===== src/rtl/bsg_mcl_fifo_gearbox_array.sv =====
// Per-channel width gearbox: host words are packed into mc packets (TX), mc packets are buffered and split into host words (RX).
// Latency: TX packet valid 1 cycle after its last word; RX word valid 1 cycle after an enqueue into an empty buffer.
// Backpressure: host_ready_o is low while an assembled packet waits for mc_ready_i; mc_ready_o is low while the RX buffer is full.

module bsg_mcl_fifo_gearbox_array #(
    parameter int num_chan_p   = 2,
    parameter int host_width_p = 32,
    parameter int mc_width_p   = 128,
    parameter int rcv_els_p    = 4,
    parameter int lsw_first_p  = 1
) (
    input  logic                                        clk_i,
    input  logic                                        reset_n_i,
    input  logic [num_chan_p-1:0]                       flush_i,

    input  logic [num_chan_p-1:0]                       host_v_i,
    input  logic [num_chan_p*host_width_p-1:0]          host_data_i,
    output logic [num_chan_p-1:0]                       host_ready_o,

    output logic [num_chan_p-1:0]                       mc_v_o,
    output logic [num_chan_p*mc_width_p-1:0]            mc_data_o,
    input  logic [num_chan_p-1:0]                       mc_ready_i,

    input  logic [num_chan_p-1:0]                       mc_v_i,
    input  logic [num_chan_p*mc_width_p-1:0]            mc_data_i,
    output logic [num_chan_p-1:0]                       mc_ready_o,

    output logic [num_chan_p-1:0]                       host_v_o,
    output logic [num_chan_p*host_width_p-1:0]          host_data_o,
    input  logic [num_chan_p-1:0]                       host_yumi_i,

    output logic [num_chan_p*$clog2(rcv_els_p+1)-1:0]   rcv_vacancy_o
);

    // Words per packet and the widths of the counters that walk them.
    localparam int els_lp   = mc_width_p / host_width_p;
    localparam int idx_w_lp = $clog2(els_lp);
    localparam int cnt_w_lp = $clog2(els_lp + 1);
    localparam int vac_w_lp = $clog2(rcv_els_p + 1);
    localparam int ptr_w_lp = $clog2(rcv_els_p);

    localparam logic [idx_w_lp-1:0] last_idx_lp = idx_w_lp'(els_lp - 1);
    localparam logic [ptr_w_lp-1:0] last_ptr_lp = ptr_w_lp'(rcv_els_p - 1);
    localparam logic [vac_w_lp-1:0] rcv_els_lp  = vac_w_lp'(rcv_els_p);
    localparam logic [cnt_w_lp-1:0] els_cnt_lp  = cnt_w_lp'(els_lp);

    // RX buffer pointers wrap explicitly so the depth need not be a power of two.
    function automatic logic [ptr_w_lp-1:0] ptr_inc(input logic [ptr_w_lp-1:0] p);
        return (p == last_ptr_lp) ? '0 : p + ptr_w_lp'(1);
    endfunction

    // Host word k lands in slice k (LSW first) or in slice els_lp-1-k (MSW first).
    function automatic logic [idx_w_lp-1:0] word_slot(input logic [idx_w_lp-1:0] k);
        return (lsw_first_p != 0) ? k : last_idx_lp - k;
    endfunction

    for (genvar c = 0; c < num_chan_p; c++) begin : g_chan

        // ---------------- TX: host words -> one mc packet ----------------
        logic [cnt_w_lp-1:0]                    tx_cnt_r;
        logic [els_lp-1:0][host_width_p-1:0]    tx_asm_r;
        logic                                   tx_rdy;
        logic                                   tx_vld;
        logic                                   tx_word_acc;
        logic [idx_w_lp-1:0]                    tx_slot;

        assign tx_rdy      = (tx_cnt_r < els_cnt_lp);
        assign tx_vld      = (tx_cnt_r == els_cnt_lp);
        assign tx_word_acc = host_v_i[c] & tx_rdy & ~flush_i[c];
        // tx_cnt_r < els_lp whenever a word is written, so the low bits hold the full index.
        assign tx_slot     = word_slot(tx_cnt_r[idx_w_lp-1:0]);

        // Word counter: flush wins, then packet handoff, then word accept.
        always_ff @(posedge clk_i or negedge reset_n_i) begin
            if (!reset_n_i) begin
                tx_cnt_r <= '0;
            end else if (flush_i[c]) begin
                tx_cnt_r <= '0;
            end else if (tx_vld && mc_ready_i[c]) begin
                tx_cnt_r <= '0;
            end else if (tx_word_acc) begin
                tx_cnt_r <= tx_cnt_r + cnt_w_lp'(1);
            end
        end

        // Assembly register holds data only; its contents are meaningless until tx_vld.
        always_ff @(posedge clk_i) begin
            if (tx_word_acc) begin
                tx_asm_r[tx_slot] <= host_data_i[c*host_width_p +: host_width_p];
            end
        end

        assign host_ready_o[c]                          = tx_rdy;
        assign mc_v_o[c]                                = tx_vld;
        assign mc_data_o[c*mc_width_p +: mc_width_p]    = tx_asm_r;

        // ---------------- RX: packet buffer + word serializer ----------------
        logic [mc_width_p-1:0]                  rx_mem_r [rcv_els_p];
        logic [ptr_w_lp-1:0]                    rx_wr_ptr_r;
        logic [ptr_w_lp-1:0]                    rx_rd_ptr_r;
        logic [vac_w_lp-1:0]                    rx_count_r;
        logic [idx_w_lp-1:0]                    rx_idx_r;
        logic [els_lp-1:0][host_width_p-1:0]    rx_head_dat;
        logic                                   rx_full;
        logic                                   rx_empty;
        logic                                   rx_enq;
        logic                                   rx_yumi;
        logic                                   rx_deq;

        assign rx_full     = (rx_count_r == rcv_els_lp);
        assign rx_empty    = (rx_count_r == '0);
        assign rx_enq      = mc_v_i[c] & ~rx_full & ~flush_i[c];
        // A yumi with nothing offered is ignored here; the assertion below flags it.
        assign rx_yumi     = host_yumi_i[c] & ~rx_empty & ~flush_i[c];
        assign rx_deq      = rx_yumi & (rx_idx_r == last_idx_lp);
        assign rx_head_dat = rx_mem_r[rx_rd_ptr_r];

        // Buffer pointers and occupancy; a simultaneous enqueue and dequeue leave occupancy unchanged.
        always_ff @(posedge clk_i or negedge reset_n_i) begin
            if (!reset_n_i) begin
                rx_wr_ptr_r <= '0;
                rx_rd_ptr_r <= '0;
                rx_count_r  <= '0;
            end else if (flush_i[c]) begin
                rx_wr_ptr_r <= '0;
                rx_rd_ptr_r <= '0;
                rx_count_r  <= '0;
            end else begin
                if (rx_enq) begin
                    rx_wr_ptr_r <= ptr_inc(rx_wr_ptr_r);
                end
                if (rx_deq) begin
                    rx_rd_ptr_r <= ptr_inc(rx_rd_ptr_r);
                end
                if (rx_enq && !rx_deq) begin
                    rx_count_r <= rx_count_r + vac_w_lp'(1);
                end else if (rx_deq && !rx_enq) begin
                    rx_count_r <= rx_count_r - vac_w_lp'(1);
                end
            end
        end

        // Packet storage; written on enqueue only, no reset needed.
        always_ff @(posedge clk_i) begin
            if (rx_enq) begin
                rx_mem_r[rx_wr_ptr_r] <= mc_data_i[c*mc_width_p +: mc_width_p];
            end
        end

        // Word index within the head packet; wraps to 0 as the head is dequeued.
        always_ff @(posedge clk_i or negedge reset_n_i) begin
            if (!reset_n_i) begin
                rx_idx_r <= '0;
            end else if (flush_i[c]) begin
                rx_idx_r <= '0;
            end else if (rx_yumi) begin
                rx_idx_r <= (rx_idx_r == last_idx_lp) ? '0 : rx_idx_r + idx_w_lp'(1);
            end
        end

        assign mc_ready_o[c]                                = ~rx_full;
        assign host_v_o[c]                                  = ~rx_empty;
        assign host_data_o[c*host_width_p +: host_width_p]  = rx_head_dat[word_slot(rx_idx_r)];
        assign rcv_vacancy_o[c*vac_w_lp +: vac_w_lp]        = rcv_els_lp - rx_count_r;

        // Consuming a word that is not being offered is a host-side protocol error.
        a_yumi_needs_valid: assert property (@(posedge clk_i) disable iff (!reset_n_i)
            !(host_yumi_i[c] && rx_empty));
    end

endmodule


===== config.mk =====
export PLATFORM = sky130hd
export DESIGN_NAME = bsg_mcl_fifo_gearbox_array
export DESIGN_NICKNAME = d
export VERILOG_FILES = /design/src/rtl/bsg_mcl_fifo_gearbox_array.sv
export SDC_FILE = /design/constraint.sdc
export NUM_CORES = 1
export LEC_CHECK = 0
export CORE_MARGIN = 8
export CORE_UTILIZATION = 40
export DETAILED_ROUTE_END_ITERATION = 16
export HOLD_SLACK_MARGIN = 0.03
export SLEW_MARGIN = 20
export SYNTH_ARGS = -nofsm -noshare
export SYNTH_HDL_FRONTEND = slang
export SYNTH_SLANG_ARGS = --single-unit

===== constraint.sdc =====
create_clock -name clk_i -period 7.7 [get_ports clk_i]
set_input_delay 1.54 -clock clk_i [delete_from_list [all_inputs] [get_ports clk_i]]
set_output_delay 1.54 -clock clk_i [all_outputs]
set_load 0.03 [all_outputs]

==> summary.txt <==
Timing
  • Slew Viols, Final: 0
  • Final min period: 5540 ps
  • Setup TNS Final: 0 ps
  • Final hold violations: 0
  • Fmax: 0.180 GHz
  • Unrepaired setup endpoints after global routing: false
  • Clock Skews: 27.5 ps
  • Least-Margin Pin Slew: 1060 ps
  • Final Setup Violations: 0
  • Slew margin rel.: 29.4%
  • Tcrit/Tclk final: 72.0%

Synthesis
  • Ys flop type: edfxtp_1
  • Top cell type's share of synthesized area: 80.7%
  • Yosys reg bits: 1304
  • Yosys warning count: 0
  • Mapped Avg Cell Area: 23.7 µm²
  • Mapped Nets: 2374
  • Post-synth top area cell: edfxtp_1
  • Synth area leaders: edfxtp_1, mux4_2, a22oi_1
  • Number of synthesized flops with an enable pin: 1280
  • Seq/Total Area, Yosys: 81.9%
  • Synth Instances: 2014
  • Synth async-reset ratio: 1.84%
  • Netlist cell types: 34
  • Synthesized area: 47600 µm²

Finish
  • Non-filler cells, final: 4427
  • Area of the multi-input gates: 8050 µm²
  • Fillers: 9250
  • Post-layout nets: 3116
  • Share of layout cells above drive strength 1: 17.9%
  • Area Growth Syn to Fin: 27.2%
  • Reg area: 39100 µm²

Pwr
  • PnR Total Power: 16.2 mW
  • Logic pwr share: 10.5%
  • Power Dens Cells: 268 nW/µm²
  • Int Power: 12.4 mW
  • VDD IR max: 0.000218 V
  • LEAKAGE: 19.2 nW
  • Switching power: 3.85 mW
  • Power share of the sequential group: 50.5%
  • Sw frac: 23.7%
  • Clock power share: 39.0%

Global routing
  • First-pass GRT wire length: 173000 µm
  • Vias in the first global route: 24900
  • GRT overflow: 0
  • Initial antenna violation count: 42
  • Overall Global Routing Usage: 18.0%
  • Largest net degree at the start of global routing: 129

Critical path
  • Type of origin of the critical path: flip-flop
  • Crit. End Element: primary output
  • Crit path DAT: 4000 ps
  • Worst path slowest cell: dfrtp_4
  • CP Cell Sequence: buf_4, mux4_2, a22oi_1, nand2_1, clkdlybuf4s50_1
  • Crit Path Class: flip-flop to primary output
  • CP max stage delay: 980 ps
  • Critical path data required time: 6160 ps
  • Crit-path max FO: 42

Clock tree
  • Clk slew on worst S/H paths: 60 ps
  • CTS tree: done
  • Clock Latency Late Sink: 720 ps
  • CTS Buf Count: 138
  • Clock Tree Buf Depth: 3
  • Clock root cell: clkbuf_16
  • CTS Sinks: 1304
  • Htree depth: 4
  • Post-CTS sizing: 0
  • Number of buffers inserted by hold repair at cts: 0
  • Setup repair bufs after CTS: 0

Floorplanning
  • Initial Utilization: 40.3%
  • Die width: 361 µm
  • Die area: 130000 µm²
  • Die height: 361 µm
  • Core Region: 118000 µm²
  • Std-Cell Rows: 126
  • IO Pins: 666

Placed design
  • DP HPWL: 77600 µm
  • Dpl cells: 4151
  • GPL Wtd Cong: 0.795
  • Port buffer count: 665

Flow run
  • Max-cap viol count: 0

Route
  • DR pass1 iterations: 5
  • Post-DRT Antenna Nets: 0
  • Met3 routed WL: 11000 µm
  • Wl on met1: 47100 µm
  • Detailed-route via count: 23400
  • DR iter-0 viols: 1645
  • DRC Markers: 0
  • Met2 Routed Length: 59400 µm
  • Via density: 5.28
  • WL/cell: 27.2 µm
  • Final wirelength: 120000 µm
  • Max layer used: met5

Worst hold path
  • Worst min path class: flip-flop to flip-flop

Run status
  • Status: finished clean
## placed cells by master, fill, tap and decap left out, drive strengths merged, types with 2 or more instances in the layout
cell	n
edfxtp	1280
clkdlybuf4s50	664
mux4	256
clkbuf	174
a22oi	128
nand2	69
clkinv	56
buf	39
inv	29
diode	27
nor2	27
ha	26
dfrtp	24
and2	16
nand2b	7
nor3	7
a21oi	7
bufinv	7
mux2i	6
and3	5
nand3	5
a211oi	5
xnor2	5
clkinvlp	4
nor2b	4
o21ai	2
fa	2
nor3b	2
## metal layers
metal,global-route usage [%],vias to the layer above
met5,0,-
met4,5.34,24
met3,6.73,178
met2,29.6,808
met1,22.3,12300
li1,-,10000
## cell families (layout without fill, tap and decap cells)
kind of cell / count (synthesis) / count (layout) / share of synthesized area, %
flops: 1304 / 1304 / 81.9
mux: 263 / 263 / 12.3
compound gates: 146 / 146 / 2.26
simple gates: 144 / 144 / 1.37
buf+inv: 123 / 973 / 1.30
fa+ha+maj: 28 / 28 / 0.767
xor+xnor: 6 / 6 / 0.110
other cells: 0 / 27 / 0
## cell usage after synthesis (all sizes together) (4+ instances only)
| cell type | number |
|---|---|
| and3 | 5 |
| mux2i | 6 |
| ha | 26 |
| clkbuf | 49 |
| and2 | 16 |
| inv | 22 |
| nor3 | 7 |
| a211oi | 5 |
| xnor2 | 5 |
| a21oi | 7 |
| a22oi | 128 |
| nor2b | 4 |
| dfrtp | 24 |
| nand2 | 69 |
| edfxtp | 1280 |
| buf | 52 |
| nand2b | 7 |
| nor2 | 27 |
| nand3 | 5 |
| mux4 | 256 |
## metrics by stage
stage                     setup WS, ps  area (µm²)  utilization (%)  hold slack (ps)
final                             2160       60600             51.3              526
after global routing              1810       60500             51.3              552
after CTS                         1990       60500             51.2              525
after detailed placement          2810       56100             47.5              517
after global placement            2810       56100             47.5              505
after floorplan                   2300       47600                -              484
## power groups by stage
stage	combinational, mW	clock [mW]	sequential (mW)
final	1.71	6.34	8.21
after global routing	1.81	6.77	8.23
after global placement	1.70	0	8.34
after floorplan	0.778	0	8.42
after detailed placement	1.73	0	8.36
after CTS	1.74	6.51	8.21
## path summary, 6_finish.rpt
kind / from / endpoint / slack (ps) / depth (start not counted)
max in group asynchronous: reset_n_i / g_chan[0].rx_rd_ptr_r[0] / 6310 / 1
max reg2reg: g_chan[1].rx_count_r[0] / g_chan[1].rx_mem_r[0][108] / 4180 / 7
min in group asynchronous: reset_n_i / g_chan[1].rx_count_r[0] / 840 / 1
min reg2reg: g_chan[0].rx_count_r[2] / g_chan[0].rx_count_r[2] / 530 / 1
max: g_chan[0].rx_rd_ptr_r[0] / host_data_o[8] / 2160 / 5
min: g_chan[0].rx_count_r[2] / g_chan[0].rx_count_r[2] / 530 / 1
## layout make-up
cell class              instances  area share [%]
multi-input cells             587            13.3
flip-flops and latches       1304            64.5
clock buffers                 174            5.96
repair buffers                703            11.6
inverters                      22           0.136
clock inverters                74            1.24
diodes                         27           0.112
well taps                    1536            3.17
## state kept, by name (all words and copies together) (netlist names)
signal / count
g_chan.rx_mem_r: 1024
mc_data_o: 256
g_chan.rx_count_r: 6
g_chan.tx_cnt_r: 6
g_chan.rx_idx_r: 4
g_chan.rx_rd_ptr_r: 4
g_chan.rx_wr_ptr_r: 4
## worst max-delay path: cells and delay by family, from the launching register on
family	cells	cell delay, ps
DFF	1	980
and+or+nand+nor	1	190
muxes	1	580
AOI/OAI and AO/OA	1	310
buffers and inverters	2	1170
Power figures use the tool's default switching activity.
